File: config.mk
export PLATFORM = sky130hd
export DESIGN_NAME = bht_predictor
export DESIGN_NICKNAME = d
export VERILOG_FILES = /design/src/rtl/riscv_defs_pkg.sv /design/src/rtl/bht_counter_table.sv /design/src/rtl/bht_predictor.sv
export SDC_FILE = /design/constraint.sdc
export NUM_CORES = 1
export LEC_CHECK = 0
export CORE_ASPECT_RATIO = 0.9
export CORE_MARGIN = 10
export CORE_UTILIZATION = 47
export CTS_CLUSTER_SIZE = 16
export DETAILED_ROUTE_END_ITERATION = 16
export GPL_ROUTABILITY_DRIVEN = 1
export PLACE_DENSITY = 0.82
export SYNTH_ARGS = -nofsm -noshare
export SYNTH_HDL_FRONTEND = slang
export SYNTH_SLANG_ARGS = --single-unit
File: constraint.sdc
create_clock -name cpu_clk -period 6.4 [get_ports cpu_clk]
set_input_delay 1.6 -clock cpu_clk [delete_from_list [all_inputs] [get_ports cpu_clk]]
set_output_delay 1.6 -clock cpu_clk [all_outputs]
set_load 0.005 [all_outputs]
File: src/rtl/riscv_defs_pkg.sv
`default_nettype none
//------------------------------------------------------------------------------
// Module   : riscv_defs (package)
// Brief    : Shared RISC-V decode constants and branch-predictor helpers.
// Revision : 1.0 - initial release
//------------------------------------------------------------------------------
package riscv_defs;

   // RV32I conditional branch major opcode
   localparam logic [6:0] c_opcode_branch = 7'b1100011;

   // Saturating counters come out of reset at the weakly-taken midpoint
   function automatic logic [3:0] cnt_reset_val(input int cnt_width);
      cnt_reset_val = 4'(1 << (cnt_width - 1));
   endfunction

endpackage
`default_nettype wire

File: src/rtl/bht_counter_table.sv
`default_nettype none
//------------------------------------------------------------------------------
// Module   : bht_counter_table
// Brief    : Array of saturating up/down counters, one async read port
//            (MSB only) and one synchronous saturating update port.
// Revision : 1.0 - initial release
//------------------------------------------------------------------------------
module bht_counter_table
   import riscv_defs::*;
#(
   parameter int DEPTH     = 64,
   parameter int CNT_WIDTH = 2,
   parameter int IDX_W     = 6
) (
   input  logic             clk,
   input  logic             rst,
   input  logic [IDX_W-1:0] rd_idx,
   output logic             rd_taken,
   input  logic             upd_en,
   input  logic [IDX_W-1:0] upd_idx,
   input  logic             upd_taken
);

   localparam logic [CNT_WIDTH-1:0] c_cnt_max = '1;
   localparam logic [CNT_WIDTH-1:0] c_cnt_rst = CNT_WIDTH'(cnt_reset_val(CNT_WIDTH));

   logic [CNT_WIDTH-1:0] cnt_q [DEPTH];
   logic [CNT_WIDTH-1:0] cnt_d [DEPTH];
   logic [CNT_WIDTH-1:0] cur_cnt;

   // Read returns the registered value, so a same-cycle update is not bypassed
   assign rd_taken = cnt_q[rd_idx][CNT_WIDTH-1];

   // Next-state: step the addressed counter toward the outcome, clamped at both ends
   always_comb begin
      cnt_d   = cnt_q;
      cur_cnt = cnt_q[upd_idx];
      if (upd_en) begin
         if (upd_taken && (cur_cnt != c_cnt_max)) begin
            cnt_d[upd_idx] = cur_cnt + 1'b1;
         end else if (!upd_taken && (cur_cnt != '0)) begin
            cnt_d[upd_idx] = cur_cnt - 1'b1;
         end
      end
   end

   // Counter storage, weakly taken out of reset
   always_ff @(posedge clk or posedge rst) begin
      if (rst) begin
         for (int i = 0; i < DEPTH; i++) begin
            cnt_q[i] <= c_cnt_rst;
         end
      end else begin
         cnt_q <= cnt_d;
      end
   end

endmodule
`default_nettype wire

File: src/rtl/bht_predictor.sv
`default_nettype none
//------------------------------------------------------------------------------
// Module   : bht_predictor
// Brief    : Branch history table predictor. Predicts conditional branches in
//            ID, resolves them in EX, produces redirect fixes and statistics.
//            Define BHT_PREDICTOR_GSHARE_EN to XOR a non-speculative global
//            history register into the table index (gshare).
// Revision : 1.0 - initial release
//------------------------------------------------------------------------------
module bht_predictor
   import riscv_defs::*;
#(
   parameter int INST_ADDR_WIDTH = 32,
   parameter int BHT_DEPTH       = 64,
   parameter int CNT_WIDTH       = 2,
   parameter int GHR_WIDTH       = 6
) (
   input  logic                       cpu_clk,
   input  logic                       cpu_rst,
   input  logic [6:0]                 opcode_ID,
   input  logic [INST_ADDR_WIDTH-1:0] PC_ID,
   input  logic [INST_ADDR_WIDTH-1:0] imm_ID,
   input  logic [6:0]                 opcode_EX,
   input  logic [INST_ADDR_WIDTH-1:0] PC_EX,
   input  logic [INST_ADDR_WIDTH-1:0] PC_plus_4_EX,
   input  logic [INST_ADDR_WIDTH-1:0] imm_EX,
   input  logic                       branch_res_EX,
   input  logic                       stall_ID,
   input  logic                       flush_ID,
   output logic                       predict_branch_taken_ID,
   output logic [INST_ADDR_WIDTH-1:0] predict_branch_taken_PC_ID,
   output logic                       fix_predict_EX,
   output logic [INST_ADDR_WIDTH-1:0] fix_predict_PC_EX,
   output logic [31:0]                num_branch,
   output logic [31:0]                num_fault
);

   localparam int c_idx_w = $clog2(BHT_DEPTH);

   // Reject configurations the index arithmetic cannot support
   generate
      if ((BHT_DEPTH < 4) || ((BHT_DEPTH & (BHT_DEPTH - 1)) != 0) ||
          (CNT_WIDTH < 1) || (CNT_WIDTH > 4) ||
          (GHR_WIDTH < 1) || (GHR_WIDTH > c_idx_w)) begin : g_bad_params
         $error("bht_predictor: illegal parameter combination");
      end
   endgenerate

   logic [c_idx_w-1:0] idx_id;
   logic               rd_taken;
   logic               is_br_id;
   logic               pred_id;

   // ID->EX prediction register
   logic               valid_q, valid_d;
   logic               pred_q,  pred_d;
   logic [c_idx_w-1:0] idx_q,   idx_d;

   logic               resolve_ex;
   logic               mispredict_ex;
   logic [31:0]        num_branch_q, num_branch_d;
   logic [31:0]        num_fault_q,  num_fault_d;

   // A branch held in EX by a stall resolves only on the releasing edge
   assign resolve_ex    = valid_q && (opcode_EX == c_opcode_branch) && !stall_ID;
   assign mispredict_ex = resolve_ex && (pred_q != branch_res_EX);

`ifdef BHT_PREDICTOR_GSHARE_EN
   logic [GHR_WIDTH-1:0] ghr_q, ghr_d;

   assign idx_id = PC_ID[c_idx_w+1:2] ^ c_idx_w'(ghr_q);

   // History advances only on resolved outcomes (non-speculative)
   always_comb begin
      ghr_d = ghr_q;
      if (resolve_ex) begin
         ghr_d = GHR_WIDTH'({ghr_q, branch_res_EX});
      end
   end

   // Global history register
   always_ff @(posedge cpu_clk or posedge cpu_rst) begin
      if (cpu_rst) begin
         ghr_q <= '0;
      end else begin
         ghr_q <= ghr_d;
      end
   end
`else
   assign idx_id = PC_ID[c_idx_w+1:2];
`endif

   bht_counter_table #(
      .DEPTH     (BHT_DEPTH),
      .CNT_WIDTH (CNT_WIDTH),
      .IDX_W     (c_idx_w)
   ) u_table (
      .clk       (cpu_clk),
      .rst       (cpu_rst),
      .rd_idx    (idx_id),
      .rd_taken  (rd_taken),
      .upd_en    (resolve_ex),
      .upd_idx   (idx_q),
      .upd_taken (branch_res_EX)
   );

   assign is_br_id = (opcode_ID == c_opcode_branch);
   assign pred_id  = is_br_id && rd_taken;

   assign predict_branch_taken_ID    = pred_id;
   assign predict_branch_taken_PC_ID = pred_id ? (PC_ID + imm_ID) : '0;

   // Redirect target is the path the prediction did not take
   assign fix_predict_EX    = mispredict_ex;
   assign fix_predict_PC_EX = !mispredict_ex ? '0 :
                              pred_q         ? PC_plus_4_EX : (PC_EX + imm_EX);

   assign num_branch = num_branch_q;
   assign num_fault  = num_fault_q;

   // Next-state for the ID->EX register: flush beats stall, stall holds
   always_comb begin
      valid_d = valid_q;
      pred_d  = pred_q;
      idx_d   = idx_q;
      if (flush_ID) begin
         valid_d = 1'b0;
      end else if (!stall_ID) begin
         valid_d = is_br_id;
         pred_d  = pred_id;
         idx_d   = idx_id;
      end
   end

   // Statistics counters, free-running wrap
   always_comb begin
      num_branch_d = num_branch_q + (resolve_ex    ? 32'd1 : 32'd0);
      num_fault_d  = num_fault_q  + (mispredict_ex ? 32'd1 : 32'd0);
   end

   // Pipeline register and statistics state
   always_ff @(posedge cpu_clk or posedge cpu_rst) begin
      if (cpu_rst) begin
         valid_q      <= 1'b0;
         pred_q       <= 1'b0;
         idx_q        <= '0;
         num_branch_q <= '0;
         num_fault_q  <= '0;
      end else begin
         valid_q      <= valid_d;
         pred_q       <= pred_d;
         idx_q        <= idx_d;
         num_branch_q <= num_branch_d;
         num_fault_q  <= num_fault_d;
      end
   end

endmodule
`default_nettype wire

==> impl_metrics.yaml <==
status:
  status: "finished clean"
power:
  p_total_mw: 3.44
  power.density_mw_per_mm2: 185
  ir_drop_uv: 180
  leakage_nw: 8.38
clock_network:
  ctsHoldBuffers: 0
  clk_latency_ns: 0.44
  htreeDepth: 4
  cts_tree: "done"
  clock_path_buffers: 2
  clkTransAtPathRegs_ns: 0.07
  clkSinkCount: 200
  root_buffer: "clkbuf_16"
  cts_inserted_buffers: 17
worst_setup_path:
  reg2reg_to: "u_table.cnt_q[95]"
  reg2reg_depth: 15
  r2r_setup_slack_ns: 1.31
  cp_data_arrival_time_ns: 4.72
  cp_max_fo: 3
  cp-start-kind: "primary input"
  worstReg2RegStart: "idx_q[2]"
  critical_path_required_ns: 4.80
  cp-end-kind: "output port"
  crit_type: "primary input to output port"
synth:
  synth_fa_ha_area_share_pct: 6.50
  yosysTopAreaCell: "dfrtp_1"
  synth-seq-cells: 200
  synth-main-ff-cell: "dfrtp_1"
  yosysMostFrequentCell: "nand2_1"
  synth_xor_area_share_pct: 7.42
  synth_common_cells: "150 x nand2_1, 143 x nor2_1, 136 x dfrtp_1, 97 x a21oi_1, 81 x xnor2_1"
  synth_mux_area_share_pct: 17.8
  synth_top_family_by_area: "multiplexers"
  yosysSeqAreaShare_pct: 37.1
  ys_async_sr_fraction_pct: 100
  yosys-top-cells-area: "dfrtp_1 25%, dfstp_2 12%, ha_1 6.2%"
  synth.top_cell.area_share_pct: 24.8
  avgSynthCellArea_sq_um: 9.77
  synth_warnings: 0
  synthSimpleGateAreaFrac_pct: 15.3
  synth_fp_nets: 1651
  yosysUniqueCellTypes: 70
  synth_cells: 1402
  synth_edf_count: 0
  synth_compound_area_share_pct: 13.3
  syn_area_sq_mm: 0.0137
grt:
  grt.total_usage_pct: 23.7
  grt_pass1_vias: 12400
  antenna_found_initial: 1
  grt_overflow: 0
  grt_pass1_wl_um: 69200
  grt_max_degree: 108
timing:
  clock_skew_ns: 0.0129
  hold_viol: 0
  rsz0062_at_grt: "yes"
  whs_ns: 0.483
  period_share_pct: 98.8
  worst_pin_slew_ns: 0.945
  period_minus_slack_ns: 6.32
  clock.fmax_mhz: 158
  maxSlewViolCount: 0
  setup_ws_ns: 0.0763
  slew_headroom_pct: 37.0
  setup_viol_count_final: 0
hold_path:
  hold_end: "num_branch[31]"
  min_from: "num_branch[31]"
  hold_path_class: "register to register"
  min_path_cells: 1
routing:
  routedWlPerCell_um: 20.8
  viasPerCell: 5.78
  route.detailed.drc: 0
  wl_um: 44700
  num_vias: 12400
  ant_nets: 0
  dr.pass1.iters: 5
  drt_iter0_drc: 1031
finish:
  fin_nets: 2019
  diodes: 0
  drive_gt1_share_pct: 19.9
  final_cell_area_sq_mm: 0.0186
  area_growth_pct: 35.7
flow_run:
  drv_cap: 0
placed_design:
  place_worst_setup_slack_ns: -0.578
  hpwl_um: 34300
  placement.cell_area_sq_mm: 0.0177
  routabilityCongestion: 0.965
  numPortBuffers: 308
die:
  die_h_um: 182
  die_width_um: 200
  die_area_sq_mm: 0.0364
  start_util_pct: 47.6
  core-area_sq_mm: 0.0288
  rows: 59
  design.portCount: 309
[report_power, final]
group	total (mW)	internal (mW)	switching [mW]
sequential	1.31	1.27	0.0399
combinational	1.07	0.463	0.603
clock	1.06	0.560	0.503
total	3.44	2.29	1.15
[area by class of cell]
| type | count | area, sq um |
|---|---|---|
| multi-input cells | 1114 | 8490 |
| well taps | 366 | 458 |
| fillers | 2251 | 10200 |
| clock buffers | 19 | 443 |
| clock inverters | 13 | 139 |
| repair buffers | 408 | 3850 |
| inverters | 29 | 113 |
| flip-flops and latches | 200 | 5090 |
[metrics by stage]
step	std cells	TNS (ns)	util [%]
6_report	2149	0	64.5
2_1_floorplan	1402	0	-
4_1_cts	2146	-0.00387	64.1
5_1_grt	2149	-0.0868	64.5
3_3_place_gp	2103	-8.05	61.4
3_5_place_dp	2103	-9.56	61.4
[per-layer routing]
metal	global-route usage, %	share of wire (%)	vias up
met5	0	0.029	-
met3	5.21	8.7	71
li1	-	-	5786
met2	39.5	48	532
met1	29.9	41	6024
met4	7.05	2.4	2
[how the worst max path moves through the flow]
stage / start / to / cells after the start
finish: imm_EX[0] / fix_predict_PC_EX[30] / 15
global route: PC_EX[0] / fix_predict_PC_EX[30] / 15
CTS: imm_ID[0] / predict_branch_taken_PC_ID[28] / 18
detailed placement: imm_ID[1] / predict_branch_taken_PC_ID[25] / 15
global placement: PC_ID[1] / predict_branch_taken_PC_ID[25] / 15
floorplan: PC_EX[14] / fix_predict_PC_EX[31] / 11
[repair_timing]
action | CTS | global route
buffers inserted | 11 | 4
pin swaps | 26 | 43
resized for setup | 48 | 51
setup endpoints to repair | 41 | 37
[kinds of logic (layout without fill, tap and decap cells)]
group / after synthesis / in the layout
simple gates: 455 / 455
compound gates: 281 / 281
flops: 200 / 200
mux: 192 / 192
xor+xnor: 116 / 116
buf+inv: 88 / 469
fa+ha+maj: 70 / 70
[worst max-delay path, cell delays in order]
cell	delay, ns
clkdlybuf4s50_1	0.41
ha_2	0.21
fa_2	0.34
a21o_1	0.20
a221o_1	0.35
nor2_1	0.12
o31a_1	0.29
buf_4	0.16
a211oi_1	0.08
o21ai_1	0.18
a21boi_2	0.08
o21ai_1	0.11
or3b_1	0.35
a21oi_1	0.12
buf_2	0.13
[cells in the final DEF, fill, tap and decap left out, drive strengths merged, types with 6 or more instances in the layout]
master and instances:
a22oi 10, clkbuf 23, nand3 34, xnor2 81
dfrtp 136, xor2 35, dlygate4sd2 11, o22ai 7
nand2b 12, o211ai 9, o21a 7, buf 104
a21o 41, a211oi 10, a31oi 7, nand2 150
and4 7, mux2 143, nor3 20, dfstp 64
ha 68, nor2 143, nor2b 16, and3 24
o21ai 43, a221oi 12, a21oi 97, mux4 27
clkdlybuf4s50 277, nand4 17, inv 32, and2 9
dlymetal6s2s 11, mux2i 22, o21bai 9, or3 6
clkinv 7
Power figures use the tool's default switching activity.
